### config.mk
export PLATFORM = sky130hd
export DESIGN_NAME = punc_debug_dumper
export DESIGN_NICKNAME = d
export VERILOG_FILES = /design/src/rtl/punc_debug_pkg.sv /design/src/rtl/punc_debug_dumper.sv
export SDC_FILE = /design/constraint.sdc
export NUM_CORES = 1
export LEC_CHECK = 0
export CAP_MARGIN = 10
export CORE_AREA = 2 2 91 110
export DETAILED_ROUTE_END_ITERATION = 6
export DIE_AREA = 0 0 93 112
export PLACE_DENSITY_LB_ADDON = 0.12
export SLEW_MARGIN = 20
export SYNTH_ARGS = -nofsm -noshare
export SYNTH_HDL_FRONTEND = slang
export SYNTH_SLANG_ARGS = --single-unit
### constraint.sdc
create_clock -name clk -period 2.3 [get_ports clk]
set_input_delay 0.575 -clock clk [delete_from_list [all_inputs] [get_ports clk]]
set_output_delay 0.575 -clock clk [all_outputs]
set_load 0.1 [all_outputs]
### src/rtl/punc_debug_pkg.sv
// Shared types for the PUnC debug-port dumper.
// Kind tags, FSM states and dump phases.
package punc_debug_pkg;

    localparam logic [1:0] DBG_KIND_MEM = 2'd0;
    localparam logic [1:0] DBG_KIND_RF  = 2'd1;
    localparam logic [1:0] DBG_KIND_PC  = 2'd2;

    typedef enum logic [1:0] {
        ST_IDLE  = 2'd0,
        ST_FETCH = 2'd1,
        ST_SEND  = 2'd2,
        ST_DONE  = 2'd3
    } state_t;

    typedef enum logic [1:0] {
        PH_MEM = 2'd0,
        PH_RF  = 2'd1,
        PH_PC  = 2'd2
    } phase_t;

    // Phase a dump begins in: memory if any words, else registers, else PC.
    function automatic phase_t first_phase(
        input logic [15:0] count,
        input logic        with_rf
    );
        if (count != 16'd0) return PH_MEM;
        if (with_rf)        return PH_RF;
        return PH_PC;
    endfunction

endpackage

### src/rtl/punc_debug_dumper.sv
// Sequential reader of PUnC memory, registers and PC via the debug port.
// Emits one tagged word per valid/ready handshake.
module punc_debug_dumper
    import punc_debug_pkg::*;
(
    input  logic        clk,
    input  logic        rst,
    input  logic        start,
    input  logic [15:0] base_addr,
    input  logic [15:0] word_count,
    input  logic        include_rf,
    output logic        busy,
    output logic        done,
    output logic [15:0] mem_debug_addr,
    input  logic [15:0] mem_debug_data,
    output logic [2:0]  rf_debug_addr,
    input  logic [15:0] rf_debug_data,
    input  logic [15:0] pc_debug_data,
    output logic        out_valid,
    input  logic        out_ready,
    output logic [15:0] out_data,
    output logic [1:0]  out_kind,
    output logic [15:0] out_index,
    output logic        out_last
);

    state_t      state;
    state_t      state_next;
    phase_t      phase;
    logic [15:0] ptr;
    logic [15:0] remaining;
    logic [2:0]  reg_idx;
    logic        incl_rf;

    // State register.
    always_ff @(posedge clk) begin
        if (rst) state <= ST_IDLE;
        else     state <= state_next;
    end

    // Next-state logic: one FETCH cycle, SEND until handshake, DONE pulse.
    always_comb begin
        state_next = state;
        case (state)
            ST_IDLE:  if (start) state_next = ST_FETCH;
            ST_FETCH: state_next = ST_SEND;
            ST_SEND: begin
                if (out_ready) begin
                    if (phase == PH_PC) state_next = ST_DONE;
                    else                state_next = ST_FETCH;
                end
            end
            ST_DONE:  state_next = ST_IDLE;
            default:  state_next = ST_IDLE;
        endcase
    end

    // Counters, phase sequencing and the output holding register.
    always_ff @(posedge clk) begin
        if (rst) begin
            phase     <= PH_MEM;
            ptr       <= 16'd0;
            remaining <= 16'd0;
            reg_idx   <= 3'd0;
            incl_rf   <= 1'b0;
            out_data  <= 16'd0;
            out_kind  <= 2'd0;
            out_index <= 16'd0;
            out_last  <= 1'b0;
        end else begin
            case (state)
                ST_IDLE: begin
                    if (start) begin
                        ptr       <= base_addr;
                        remaining <= word_count;
                        reg_idx   <= 3'd0;
                        incl_rf   <= include_rf;
                        phase     <= first_phase(word_count, include_rf);
                    end
                end
                ST_FETCH: begin
                    out_last <= (phase == PH_PC);
                    case (phase)
                        PH_MEM: begin
                            out_data  <= mem_debug_data;
                            out_kind  <= DBG_KIND_MEM;
                            out_index <= ptr;
                        end
                        PH_RF: begin
                            out_data  <= rf_debug_data;
                            out_kind  <= DBG_KIND_RF;
                            out_index <= {13'd0, reg_idx};
                        end
                        default: begin
                            out_data  <= pc_debug_data;
                            out_kind  <= DBG_KIND_PC;
                            out_index <= 16'd0;
                        end
                    endcase
                end
                ST_SEND: begin
                    if (out_ready) begin
                        case (phase)
                            PH_MEM: begin
                                ptr       <= ptr + 16'd1;
                                remaining <= remaining - 16'd1;
                                if (remaining == 16'd1)
                                    phase <= incl_rf ? PH_RF : PH_PC;
                            end
                            PH_RF: begin
                                reg_idx <= reg_idx + 3'd1;
                                if (reg_idx == 3'd7) phase <= PH_PC;
                            end
                            default: ;
                        endcase
                    end
                end
                default: ;
            endcase
        end
    end

    assign mem_debug_addr = ptr;
    assign rf_debug_addr  = reg_idx;
    assign out_valid      = (state == ST_SEND);
    assign busy           = (state == ST_FETCH) || (state == ST_SEND);
    assign done           = (state == ST_DONE);

endmodule

[Yosys cells after proc, flatten, opt, wreduce, memory -nomap -nowiden]
Cells that the tools add are included.
Operators by class
  add/subtract/negate cells: 3
  multiply operators: 0
  div/mod/pow operators: 0
  $lt $le $gt $ge: 0
  eq/ne operators: 14
  shifts and indexed selects: 0
  mux-type cells: 39
  bitwise gates (word level): 0
  reduce and logical (&&, ||, !) cells: 10
Operator list (number)
  $pmux W16 S2: 4
  $mux W16: 6
  $mux W2: 12
  $add A16 B1 Y16 const B: 1
  $eq A16 B1 Y1 const B: 1
  $reduce_bool A16 Y1: 1
  $sub A16 B1 Y16 const B: 1
  $pmux W2 S2: 3
  $mux W1: 9
  $mux W3: 3
  $pmux W2 S4: 1
  $reduce_and A4 Y1: 2
  $eq A2 B2 Y1 const B: 3
  $ne A2 B1 Y1 const B: 3
  $ne A3 B3 Y1 const B: 2
  $pmux W3 S2: 1
  $reduce_and A6 Y1: 1
  $eq A2 B1 Y1 const B: 2
  $logic_not A2 Y1: 2
  $reduce_and A2 Y1: 2
  $add A3 B1 Y3 const B: 1
  $eq A3 B3 Y1 const B: 1
  $ne A3 B1 Y1 const B: 1
  $ne A2 B2 Y1 const B: 1
  other kinds (2): 2
Word-level totals
  register bits: 75
  bits in latches: 0
  bits in writable memories: 0
  memory bits (read-only): 0
  bits of input ports: 85
  word-level logic and storage cells: 76
  memories: 0

[Logic depth before layout (Yosys ltp)]
  word-level depth: 13
  depth in mapped cells: 9
  gate-level depth less buffers: 6

[Worst setup path after synthesis]
No wires, ideal clock.
  path type: register to register
  from: register state[0]
  to: register ptr[15] (netlist: mem_debug_addr[15])
  library setup time: 74 ps
  arrival time: 2703 ps
  data required time: 2226 ps
  slack: -477 ps
  cell stages (with the launch flop): 8
  buffers on the path: 1
  clock period less this slack: 2777 ps
  cell sequence: dfxtp_1 > inv_1 > ha_1 > clkbuf_1 > clkinv_1 > or3_4 > or4_1 > a31oi_1
Between the ends
  longest elaborated chain between the ends: 3
  elaborated cells between the ends (all ways): 8
RTL lines
  from (decl): RTL line punc_debug_dumper.sv:27  | state_t state;
  from (signal assigned): RTL line punc_debug_dumper.sv:38  | else state <= state_next;
  $eq A2 B2 Y1 (*)
  via out_valid: RTL line punc_debug_dumper.sv:19  | output logic out_valid,
  $ne A2 B1 Y1 (no source line) or $reduce_bool A2 Y1 (tied branches)
  $reduce_and A4 Y1 (no source line)
  to (signal assigned): RTL line punc_debug_dumper.sv:74  | ptr <= base_addr;
  to (signal assigned): RTL line punc_debug_dumper.sv:105  | ptr <= ptr + 16'd1;
  to (decl): RTL line punc_debug_dumper.sv:30  | logic [15:0] ptr;
The timed path passes the listed nets; every way through them passes the cells marked *.
A chain may end at the register's enable or synchronous reset.

[Worst setup path after layout]
  from: register state[0]
  to: register phase[0]
Between the ends
  longest elaborated chain between the ends: 3
  elaborated cells between the ends (all ways): 10
RTL lines
  $eq A2 B2 Y1 or $logic_not A2 Y1 (tied branches): RTL line punc_debug_dumper.sv:71  | case (state)
  $ne A3 B1 Y1 (no source line) (tied with other cells)
  $reduce_and A6 Y1 (no source line)
  to (signal assigned): RTL line punc_debug_dumper.sv:78  | phase <= first_phase(word_count, include_rf);
  to (signal assigned): RTL line punc_debug_dumper.sv:108  | phase <= incl_rf ? PH_RF : PH_PC;
  to (decl): RTL line punc_debug_dumper.sv:29  | phase_t phase;
Parallel ways exist; a longest one is shown, timed or not.

==> results by group <==
Status
  • Outcome: finished clean

CTS
  • CTS Hold Bufs: 0
  • Total CTS buffers: 9
  • Max Buffers Root-to-Sink: 2
  • Clk sinks: 75
  • Resize count post-CTS: 0
  • CTS tree: built
  • H-tree depth: 3
  • Clock latency on the worst-skew pair: 330 ps
  • Clock Pin Slew Worst Setup and Hold Paths: 60 ps
  • Clock Root Buffer: clkbuf_16
  • Post-CTS Setup Bufs: 0

Setup path
  • Most used cell, CP: buf_4
  • Critical path class: reg2reg
  • Critical path capture point type: flip-flop
  • Worst Setup SP: state[0]
  • FF-to-FF path depth: 8
  • Worst setup SP type: flip-flop
  • Crit path max fanout: 6
  • RR Endpoint: phase[0]
  • FF-to-FF setup slack: 180 ps
  • R2R Path Start: state[0]
  • Arr. time, crit path: 2370 ps
  • CP Cell Sequence: inv_1 -> ha_1 -> nor2b_1 -> buf_4 -> a2111oi_0 -> buf_4 -> a311oi_1 -> a211oi_1
  • Critical Path Max Stage Delay: 420 ps
  • Worst EP required: around 2500 ps
  • Slowest CP cell: dfxtp_1

Layout
  • Area occupied by multi-input gates: 0.00252 mm2
  • # diodes: 0
  • Filler instances: between 800 and 900
  • Share of cells above drive strength 1: 18.3%
  • Final non-filler cell total: 807
  • Area Growth Syn to Fin: 47.2%
  • Post-Layout Inst Area: between 0.006 and 0.007 mm2
  • Reg area: 0.00151 mm2
  • Final layout net count: 773

Place
  • RD Place Congestion: 0.881
  • Final HPWL DP: 9410 um
  • Pre-CTS setup slack: -331 ps
  • Post-placement cell area: 0.00583 mm2
  • PortBufs: 141
  • Post-Place Cells: 791

Route
  • Final wirelength: 13000 um
  • Final ANT Viol Nets: 0
  • DRT Pass-1 Iters: 5
  • 1st-iter DRT viols: roughly 280
  • DRC Markers: 0
  • Via count: 4564
  • Routed len/inst: 16.1 um
  • Via-to-Cell Ratio: around 5.7

Power
  • Switching power total: 2710 uW
  • Lkg Pwr: 0.00242 uW
  • Internal power: 3560 uW
  • Peak VDD IR: 0.000530 V
  • Combinational Power Share: 46.6%
  • Sw Share: 43.2%
  • Pwr Density: roughly 1000 mW/mm2
  • Sequential Power Share: 27.1%
  • Clk network pwr share: 26.4%

Logic synthesis
  • Synth Area in Simple Gates: between 20 and 25%
  • Post-synth EDFFs: 0
  • Compound-cell area share of the yosys netlist: between 20% and 30%
  • Syn Area/Cell: 7.96 um2
  • Post-synthesis instance total: ~530
  • Yosys top cell by area: dfxtp_1
  • Sequential fraction of the synthesis area: 35.7%
  • Synth Flop Type: dfxtp_1
  • Post-Synth Adder-Cell Area: 2.68%
  • Top cell type's share of synthesized area: 35.7%
  • Mux contribution to synthesized area: 10.0%
  • Distinct cell type count after synthesis: 54
  • Yosys warning count: 0
  • Xor and xnor fraction of the mapped netlist area: 0%
  • Synthesis-stage register bit count: 75
  • Top area cells in the synthesized netlist: dfxtp_1 36%, mux2i_1 10%, a21oi_1 6.0%
  • Post-synthesis async set-or-reset flop share: 0%
  • Syn nets: slightly above 600
  • Largest family of logic cells by synthesized area: simple AND/OR/NAND/NOR gates
  • Mapped Area: 0.00420 mm2

STA
  • Final setup margin: 177 ps
  • Worst Tran Pin Value: slightly below 700 ps
  • Fin crit share: just over 90%
  • Period minus WS final: 2120 ps
  • Setup total negative slack: 0 ps
  • Hold Worst Slack: 474 ps
  • RSZ-0062 raised after global routing: false
  • Skew final: 6.44 ps
  • Max-slew violations: 0
  • Relative slew slack: 54.8%
  • Final setup vio count: 0
  • Highest Clock Rate: 471 MHz
  • Final hold vios: 0

Floorplanning
  • I/O Pins: 142
  • Die area: 0.0104 mm2
  • Row count: 39
  • Core Box Area: 0.00937 mm2
  • Die H: 112 um
  • Starting Density: 44.8%
  • DIE WIDTH: between 90 and 100 um

Flow run
  • Maxcap violations: 0

Min path
  • Hold path depth: 2
  • Hold_sp: incl_rf
  • Hold/Removal Path Class: reg2reg
  • Hold Crit Endpoint: incl_rf

GRT
  • Initial antenna violation count: 0
  • Vias in the first global route: between 4000 and 5000
  • Total global-route track usage: 24.8%
  • Grt ovf: 0
  • First-pass GRT wire length: 20800 um
  • Largest net degree at the start of global routing: 56
how the worst max path moves through the flow:
stage | to | slack (ps) | cells past startpoint
finish | phase[0] | 180 | 8
floorplan | mem_debug_addr[15] | -120 | 5
detailed placement | remaining[10] | -330 | 5
CTS | remaining[10] | 20 | 5
global placement | mem_debug_addr[15] | -300 | 5
global route | phase[0] | 40 | 8
kinds of logic after synthesis:
kind of cell | Yosys count
AND/OR/NAND/NOR | 197
buffers and inverters | 51
AO/OA/AOI/OAI | 154
flip-flops | 75
adder cells (fa/ha/maj) | 9
multiplexers | 42
sequential cells by signal, indices dropped and copies added (netlist names):
name / count
out_index: 16
out_kind: 2
state: 2
mem_debug_addr: 16
phase: 2
out_last: 1
rf_debug_addr: 3
incl_rf: 1
remaining: 16
out_data: 16
power by group through the flow:
stage	sequential, uW	clock, uW	combinational [uW]
6_report	1700	1650	2920
2_1_floorplan	2540	0	1200
3_3_place_gp	1710	0	2860
4_1_cts	1690	1670	2920
5_1_grt	1720	1730	3100
3_5_place_dp	1710	0	2900
per-layer routing:
layer / GRT usage [%] / routed length, um / up-vias / share of wire (%)
met5: 0 / 0 / - / 0
met4: 10.6 / 332 / 0 / 2.6
met3: 5.07 / 772 / 25 / 6.0
met2: 43.4 / 6480 / 167 / 50
met1: 29.0 / 5380 / 2136 / 42
li1: - / - / 2236 / -
cell usage after synthesis, drive strengths merged (3+ instances only):
library cell,count
a21oi,51
nor3,8
nand2,42
nor2b,22
or4,10
nand2b,5
a22oi,4
o211ai,5
and3,3
o32ai,6
clkbuf,31
o31a,6
a311oi,3
nand4,8
o21ai,43
inv,12
a211oi,7
a31oi,10
or3,5
nor2,50
nor3b,3
nand3b,3
nand3,16
ha,9
dfxtp,75
mux2i,42
buf,7
nor4,10
and2,3
layout by cell type, fill, tap and decap left out, types with 5 or more instances in the layout:
cell,count
ha_1,7
o21ai_0,43
a21oi_1,50
nor2b_1,22
a211oi_1,7
clkbuf_16,9
nand4_1,8
nand2b_1,5
o32ai_1,6
clkdlybuf4s50_1,82
nor4_1,10
buf_12,5
nor2_1,50
o211ai_1,5
nand3_1,16
nor3_1,8
dfxtp_1,72
or4_1,9
o31a_1,6
mux2i_1,42
buf_4,89
a31oi_1,10
nand2_1,42
inv_1,12
worst max-delay path, delay by kind of cell (launching register included):
kind	cells	cell delay, ps
flip-flops	1	420
buffers and inverters	3	470
AO/OA/AOI/OAI	3	640
AND/OR/NAND/NOR	1	190
adder cells (fa/ha/maj)	1	310
through the flow:
step                util (%)  total power (uW)
global route            66.0              6550
detailed placement      62.2              4620
finish                  66.0              6260
floorplan                  -              3750
global placement        62.2              4570
CTS                     65.9              6280
layout make-up:
cell class,instances,share of cell area (%)
Clock buffer,10,3.86
Clock inverter,6,1.80
Inverter,13,0.789
Multi-Input combinational cell,402,40.7
Sequential cell,75,24.3
Tap cell,123,2.49
Timing Repair Buffer,178,26.0
(Power assumes the default switching activity.)
